[src/rtl/proc_ctrl_pkg.sv]
// Shared opcodes, FSM states and bus-select encodings for the processor control unit.
package proc_ctrl_pkg;

    localparam logic [1:0] OP_MV  = 2'b00;
    localparam logic [1:0] OP_MVI = 2'b01;
    localparam logic [1:0] OP_ADD = 2'b10;
    localparam logic [1:0] OP_SUB = 2'b11;

    typedef enum logic [1:0] {
        ST_IDLE = 2'b00,
        ST_T1   = 2'b01,
        ST_T2   = 2'b10,
        ST_T3   = 2'b11
    } state_t;

    localparam logic [5:0] SEL_NONE = 6'b000000;
    localparam logic [5:0] SEL_G    = 6'b000001;
    localparam logic [5:0] SEL_R0   = 6'b000010;
    localparam logic [5:0] SEL_R1   = 6'b000100;
    localparam logic [5:0] SEL_R2   = 6'b001000;
    localparam logic [5:0] SEL_R3   = 6'b010000;
    localparam logic [5:0] SEL_DIN  = 6'b100000;

    function automatic logic [5:0] sel_reg(input logic [1:0] idx);
        logic [5:0] sel;
        case (idx)
            2'd0:    sel = SEL_R0;
            2'd1:    sel = SEL_R1;
            2'd2:    sel = SEL_R2;
            2'd3:    sel = SEL_R3;
            default: sel = SEL_NONE;
        endcase
        return sel;
    endfunction

    // Bit i of the result is the write enable of register Ri.
    function automatic logic [3:0] rin_onehot(input logic [1:0] idx);
        logic [3:0] rin;
        case (idx)
            2'd0:    rin = 4'b0001;
            2'd1:    rin = 4'b0010;
            2'd2:    rin = 4'b0100;
            2'd3:    rin = 4'b1000;
            default: rin = 4'b0000;
        endcase
        return rin;
    endfunction

endpackage

[src/rtl/proc_control_unit_reg8.sv]
// 8-bit register with load enable and asynchronous active-low clear.
module proc_control_unit_reg8 (
    input  logic       i_clk,
    input  logic       i_rst_n,
    input  logic       i_en,
    input  logic [7:0] i_d,
    output logic [7:0] o_q
);

    logic [7:0] r_q;

    // Capture i_d when enabled, otherwise hold.
    always_ff @(posedge i_clk or negedge i_rst_n) begin
        if (!i_rst_n) begin
            r_q <= 8'h00;
        end else if (i_en) begin
            r_q <= i_d;
        end else begin
            r_q <= r_q;
        end
    end

    assign o_q = r_q;

endmodule

[src/rtl/proc_control_unit.sv]
// Multi-cycle control FSM for a small mv/mvi/add/sub datapath.
// Optional build macro PROC_CTRL_INSTR_COUNT_EN adds an 8-bit completed-instruction counter.
module proc_control_unit
    import proc_ctrl_pkg::*;
(
    input  logic       Clk,
    input  logic       Resetn,
    input  logic       Run,
    input  logic [7:0] DIN,
    output logic [5:0] S,
    output logic       R0in,
    output logic       R1in,
    output logic       R2in,
    output logic       R3in,
    output logic       Ain,
    output logic       Gin,
    output logic       Mode,
    output logic       Done,
`ifdef PROC_CTRL_INSTR_COUNT_EN
    output logic [7:0] InstrCount,
`endif
    output logic       Busy
);

    state_t     r_state;
    logic [7:0] r_ir;
    logic       w_ir_load;
    logic [1:0] w_opcode;
    logic [1:0] w_rx;
    logic [1:0] w_ry;
    logic       w_unused_ir;

    logic [5:0] w_sel;
    logic [3:0] w_rin;
    logic       w_ain;
    logic       w_gin;
    logic       w_mode;
    logic       w_done;

    assign w_ir_load   = (r_state == ST_IDLE) && Run;
    assign w_opcode    = r_ir[7:6];
    assign w_rx        = r_ir[3:2];
    assign w_ry        = r_ir[1:0];
    assign w_unused_ir = ^r_ir[5:4];

    proc_control_unit_reg8 u_ir (
        .i_clk   (Clk),
        .i_rst_n (Resetn),
        .i_en    (w_ir_load),
        .i_d     (DIN),
        .o_q     (r_ir)
    );

    // State sequencing: mv/mvi finish in T1, add/sub walk through T2 and T3.
    always_ff @(posedge Clk or negedge Resetn) begin
        if (!Resetn) begin
            r_state <= ST_IDLE;
        end else begin
            case (r_state)
                ST_IDLE: r_state <= Run ? ST_T1 : ST_IDLE;
                ST_T1:   r_state <= (w_opcode[1] == 1'b0) ? ST_IDLE : ST_T2;
                ST_T2:   r_state <= ST_T3;
                ST_T3:   r_state <= ST_IDLE;
                default: r_state <= ST_IDLE;
            endcase
        end
    end

    // Control decode from state and IR only, so reset clears outputs immediately.
    always_comb begin
        w_sel  = SEL_NONE;
        w_rin  = 4'b0000;
        w_ain  = 1'b0;
        w_gin  = 1'b0;
        w_mode = 1'b0;
        w_done = 1'b0;
        case (r_state)
            ST_IDLE: begin
                w_sel = SEL_NONE;
            end
            ST_T1: begin
                if (w_opcode == OP_MV) begin
                    w_sel  = sel_reg(w_ry);
                    w_rin  = rin_onehot(w_rx);
                    w_done = 1'b1;
                end else if (w_opcode == OP_MVI) begin
                    w_sel  = SEL_DIN;
                    w_rin  = rin_onehot(w_rx);
                    w_done = 1'b1;
                end else begin
                    w_sel = sel_reg(w_rx);
                    w_ain = 1'b1;
                end
            end
            ST_T2: begin
                w_sel  = sel_reg(w_ry);
                w_gin  = 1'b1;
                w_mode = r_ir[6];
            end
            ST_T3: begin
                w_sel  = SEL_G;
                w_rin  = rin_onehot(w_rx);
                w_done = 1'b1;
            end
            default: begin
                w_sel = SEL_NONE;
            end
        endcase
    end

    assign S    = w_sel;
    assign R0in = w_rin[0];
    assign R1in = w_rin[1];
    assign R2in = w_rin[2];
    assign R3in = w_rin[3];
    assign Ain  = w_ain;
    assign Gin  = w_gin;
    assign Mode = w_mode;
    assign Done = w_done;
    assign Busy = (r_state != ST_IDLE);

`ifdef PROC_CTRL_INSTR_COUNT_EN
    logic [7:0] r_instr_count;

    // Count completed instructions; wraps naturally at 8 bits.
    always_ff @(posedge Clk or negedge Resetn) begin
        if (!Resetn) begin
            r_instr_count <= 8'h00;
        end else if (w_done) begin
            r_instr_count <= r_instr_count + 8'h01;
        end else begin
            r_instr_count <= r_instr_count;
        end
    end

    assign InstrCount = r_instr_count;
`endif

endmodule

[config.mk]
export PLATFORM = sky130hd
export DESIGN_NAME = proc_control_unit
export DESIGN_NICKNAME = d
export VERILOG_FILES = /design/src/rtl/proc_ctrl_pkg.sv /design/src/rtl/proc_control_unit_reg8.sv /design/src/rtl/proc_control_unit.sv
export SDC_FILE = /design/constraint.sdc
export NUM_CORES = 1
export LEC_CHECK = 0
export BUFFER_PORTS_ARGS = -buffer_cell sky130_fd_sc_hd__buf_4
export CAP_MARGIN = 30
export CORE_AREA = 2 2 39 41
export DETAILED_ROUTE_END_ITERATION = 10
export DIE_AREA = 0 0 41 43
export GPL_ROUTABILITY_DRIVEN = 0
export PLACE_DENSITY = 0.68
export SLEW_MARGIN = 20
export SYNTH_ARGS = -nofsm -noshare
export SYNTH_HDL_FRONTEND = slang
export SYNTH_SLANG_ARGS = --single-unit
export TNS_END_PERCENT = 30
[constraint.sdc]
create_clock -name Clk -period 1.55 [get_ports Clk]
set_clock_uncertainty 0.15 [all_clocks]
set_input_delay 0.0775 -clock Clk [delete_from_list [all_inputs] [get_ports Clk]]
set_output_delay 0.0775 -clock Clk [all_outputs]
set_load 0.01 [all_outputs]
# Yosys cells after proc, flatten, opt, wreduce, memory -nomap -nowiden
# Index checks and enable logic that the tools add are counted.
# op_classes
n_reduce_logical,6
eq_ne,10
n_mux,20
# op_table
cell,n
one-hot mux 6 bit (4 select lines),3
one-hot mux 4 bit (4 select lines),1
"equality test 2 bit, second input constant",6
two-way mux 6 bit,2
"equality test 2 x 1 -> 1 bit, second input constant",4
zero test 2 bit,4
two-way mux 1 bit,8
two-way mux 4 bit,2
one-hot mux 2 bit (4 select lines),1
one-hot mux 4 bit (2 select lines),1
two-way mux 2 bit,1
one-hot mux 1 bit (2 select lines),1
nonzero test 2 bit,1
logical AND 1 bit,1
# word_totals
input_bits,11
out_inout_bits,15
ff_bits,10

# Depth between registers and ports, before layout
# logic_depth
ltp_word,5
mapped_depth,4
ltp_nobuf,4

# By module
# A second synthesis with hierarchy kept.
# hier_totals
hier_cells,53
hier_area_um2,574.3
# modules_own_cells
module,cells_each,area_each_um2,n_inst
proc_control_unit_reg8,17,331.6,1
proc_control_unit,36,242.7,1

# Least setup slack after synthesis
# No wires, ideal clock.
# synth_timing
path_type,flip-flop to output port
start,register r_state[0]
end,output S[1]
stages_incl_launch_ff,5
setup_slack_ns,0.188
required_ns,1.322
arrival_ns,1.135
path_buffers,0
cell_sequence,dfrtp_1 > nand2b_1 > inv_1 > a21oi_1 > o32ai_1
# synth_between
elab_chain_cells,2
word_cells_on_any_way,5
# synth_lines
element,line_no,text
"start, declared",proc_control_unit.sv:25,state_t r_state;
"start signal, assigned",proc_control_unit.sv:60,ST_IDLE: r_state <= Run ? ST_T1 : ST_IDLE;
"start signal, assigned",proc_control_unit.sv:61,ST_T1: r_state <= (w_opcode[1] == 1'b0) ? ST_IDLE : ST_T2;
"equality test 2 bit, or another cell as far along",proc_control_unit.sv:77,case (r_state)
one-hot mux 6 bit (4 select lines) *,proc_control_unit.sv:77,
"end, declared",proc_control_unit.sv:10,"output logic [5:0] S,"
# Mark *: on every way between the ends. The rest lies on a longest branch, timed or not.

==> flow_summary.ini <==
[flow_run]
cap_violations = 0

[pwr]
vdd_drop_max_v = 0.000939
leakage_nw = 0.446
powerDensity_nw_per_um2 = 2090
p_switching_mw = 0.773
swShare = 0.416
p_int_mw = 1.08
p_seq_frac = 0.276
power.share.combinational = 0.638
clockPowerShare = 0.086

[run_status]
status = finished with violations
violations = setup timing

[yosys]
yosys-top-cells-area = dfrtp_1 (39%), mux2_4 (18%), o32ai_1 (6.9%), inv_1 (6.6%), and2_1 (4.9%)
synth-simple-area-share = 0.216
yosys.area.top_type = dfrtp_1
syn_area_per_cell_um2 = 9.63
ys_ff_latch = 8
synth_top_family_by_area = simple AND/OR/NAND/NOR gates
syn_nets = 64
synth-compound-area-share = 0.120
yosys_warnings = 0
synth_cell_types = 18
netlist_area_um2 = 510
synth-xor-area-share = 0
yosysSeqAreaShare = 0.392
synth_top_area_frac = 0.392
synthCells = 53
synthMuxAreaShare = 0.176
synthAdderAreaFrac = 0

[floorplan]
core.rowCount = 14
io_pins = 26
initial_core_util = 0.369
fp.dieW_um = 41
die_h_um = 43
die_area_um2 = 1760
coreArea_um2 = 1380

[route]
wire_per_inst_um = 13.0
finalWirelength_mm = 1.37
dr.max_layer_used = met3
vias_per_cell = 5.16
routed-wl-met3_um = 85
drc = 0
drt-met1-wl_um = 546
routed-via-count = 542
ant_nets = 0
detail_route.first_pass.iterations = 4
drt_iter0_drc = 3
wl_met2_um = 736

[sta]
rsz0062_at_grt = yes
hold_viol = 0
tns_ps = -136
post-route-min-period_ps = 1610
fin_ws_ps = -57.7
drv_slew = 0
worstMarginPinSlew_ps = 244
setup_viol_count_final = 4
period_share = 1.04
hold_slack_ps = 60.3
slew_headroom = 0.837
fmax_mhz = 622

[global_routing]
grt_pass1_wl_mm = 2.02
grt_remaining_overflow = 0
grt.total_usage = 0.172
grt_max_degree = 9
grt_pass1_vias = 470
antenna_found_initial = 0

[clock_tree]
cts-buffers-inserted = 3
clk_latency_ps = 250
cts_root_buf = clkbuf_4
cts_tree = yes
clkTransAtPathRegs_ps = 60
clockBufferDepth = 2
cts_max_level = 1
cts.sinks = 8

[critical_path]
cp.arrival_ps = 1380
cp_slowest_cell = dfrtp_1
crit_required_ps = 1320
critical-path-top-delay-family = flip-flops
path_cells = buf_6, nor2b_4, a21oi_2, o32ai_1, buf_4
path_buf_inv = 2
reg2reg_depth = 3
cp-end-kind = output port
path_max_fanout = 5
crit_type = reg2out
critPathMaxStageDelay_ps = 380
cp-start-kind = flip-flop
cp.depth = 5
rrSetupSlack_ps = 110
r2r_end = u_ir.o_q[1]$_DFFE_PN0P_
r2r-start = r_state[0]$_DFF_PN0_

[layout]
seq_area_um2 = 204
layout_commonest_cell = buf_4
final_nets = 102
syn2layout_area_growth_pct = 74.3
drive_above_1_share = 0.573
multi_input_area_um2 = 325
mostFrequentLayoutCells = buf_4 (27), inv_1 (8), dlygate4sd3_1 (7)
antenna_cells = 0
fill_cells = 109

[placed_design]
hpwl_um = 937
port_buffers = 23

[min_path]
min_path_type = in2async
-- metal layers --
metal,GRT usage,up-vias
met3,0.0314,0
met5,0,-
li1,-,256
met2,0.291,24
met4,0.100,0
met1,0.185,262
-- final cells by class --
type,count,area share
Multi-Input combinational cell,34,0.366
Timing Repair Buffer,35,0.319
Sequential cell,8,0.229
Inverter,9,0.0380
Clock buffer,3,0.0253
Tap cell,16,0.0225
-- cell families after synthesis --
family	after synthesis
and+or+nand+nor	20
muxes	6
DFF	8
buffers and inverters	11
AOI/OAI and AO/OA	8
-- what timing repair did --
item | in CTS | in global routing
hold endpoints to repair | 14 | 0
hold buffers | 7 | 0
resized for setup | 11 | 5
pin swaps | 1 | 1
gates cloned | 0 | 0
setup buffers | 0 | 3
setup endpoints to repair | 4 | 9
-- synthesized netlist by cell type --
master	count
a21oi_1	1
a31oi_1	2
and2_1	4
and3_1	1
buf_6	1
clkbuf_1	1
dfrtp_1	8
inv_1	9
mux2_4	6
nand2_1	3
nand2b_1	2
nor2_1	4
nor2b_1	1
nor3_1	2
nor4b_1	2
o21ai_2	1
o32ai_1	4
or2_2	1
-- through the flow --
step           utilization  setup WS (ps)  power, mW  cells  cell area [µm²]
3_3_place_gp         0.508           43.9       1.39     92              703
3_5_place_dp         0.508           4.99       1.42     92              703
4_1_cts              0.604          -67.6       1.71    102              836
5_1_grt              0.643           -131       1.98    105              890
6_report             0.643          -57.7       1.86    105              890
2_1_floorplan            -            188       1.04     53              510
-- how the worst max path moves through the flow --
stage	startpoint	to
after floorplan	r_state[0]$_DFF_PN0_	S[1]
after global placement	r_state[0]$_DFF_PN0_	u_ir.o_q[7]$_DFFE_PN0P_
after detailed placement	r_state[0]$_DFF_PN0_	u_ir.o_q[0]$_DFFE_PN0P_
after CTS	flip-flop	S[1]
after global routing	u_ir.o_q[7]$_DFFE_PN0P_	S[2]
final	flip-flop	S[4]
-- power groups by stage --
stage / logic, mW / clock network, mW / registers [mW]
after detailed placement: 0.959 / 0 / 0.463
after CTS: 1.06 / 0.163 / 0.483
after floorplan: 0.614 / 0 / 0.422
after global placement: 0.934 / 0 / 0.459
final: 1.18 / 0.159 / 0.513
after global routing: 1.27 / 0.177 / 0.534
Note: power is estimated with default switching activity, not from simulation.
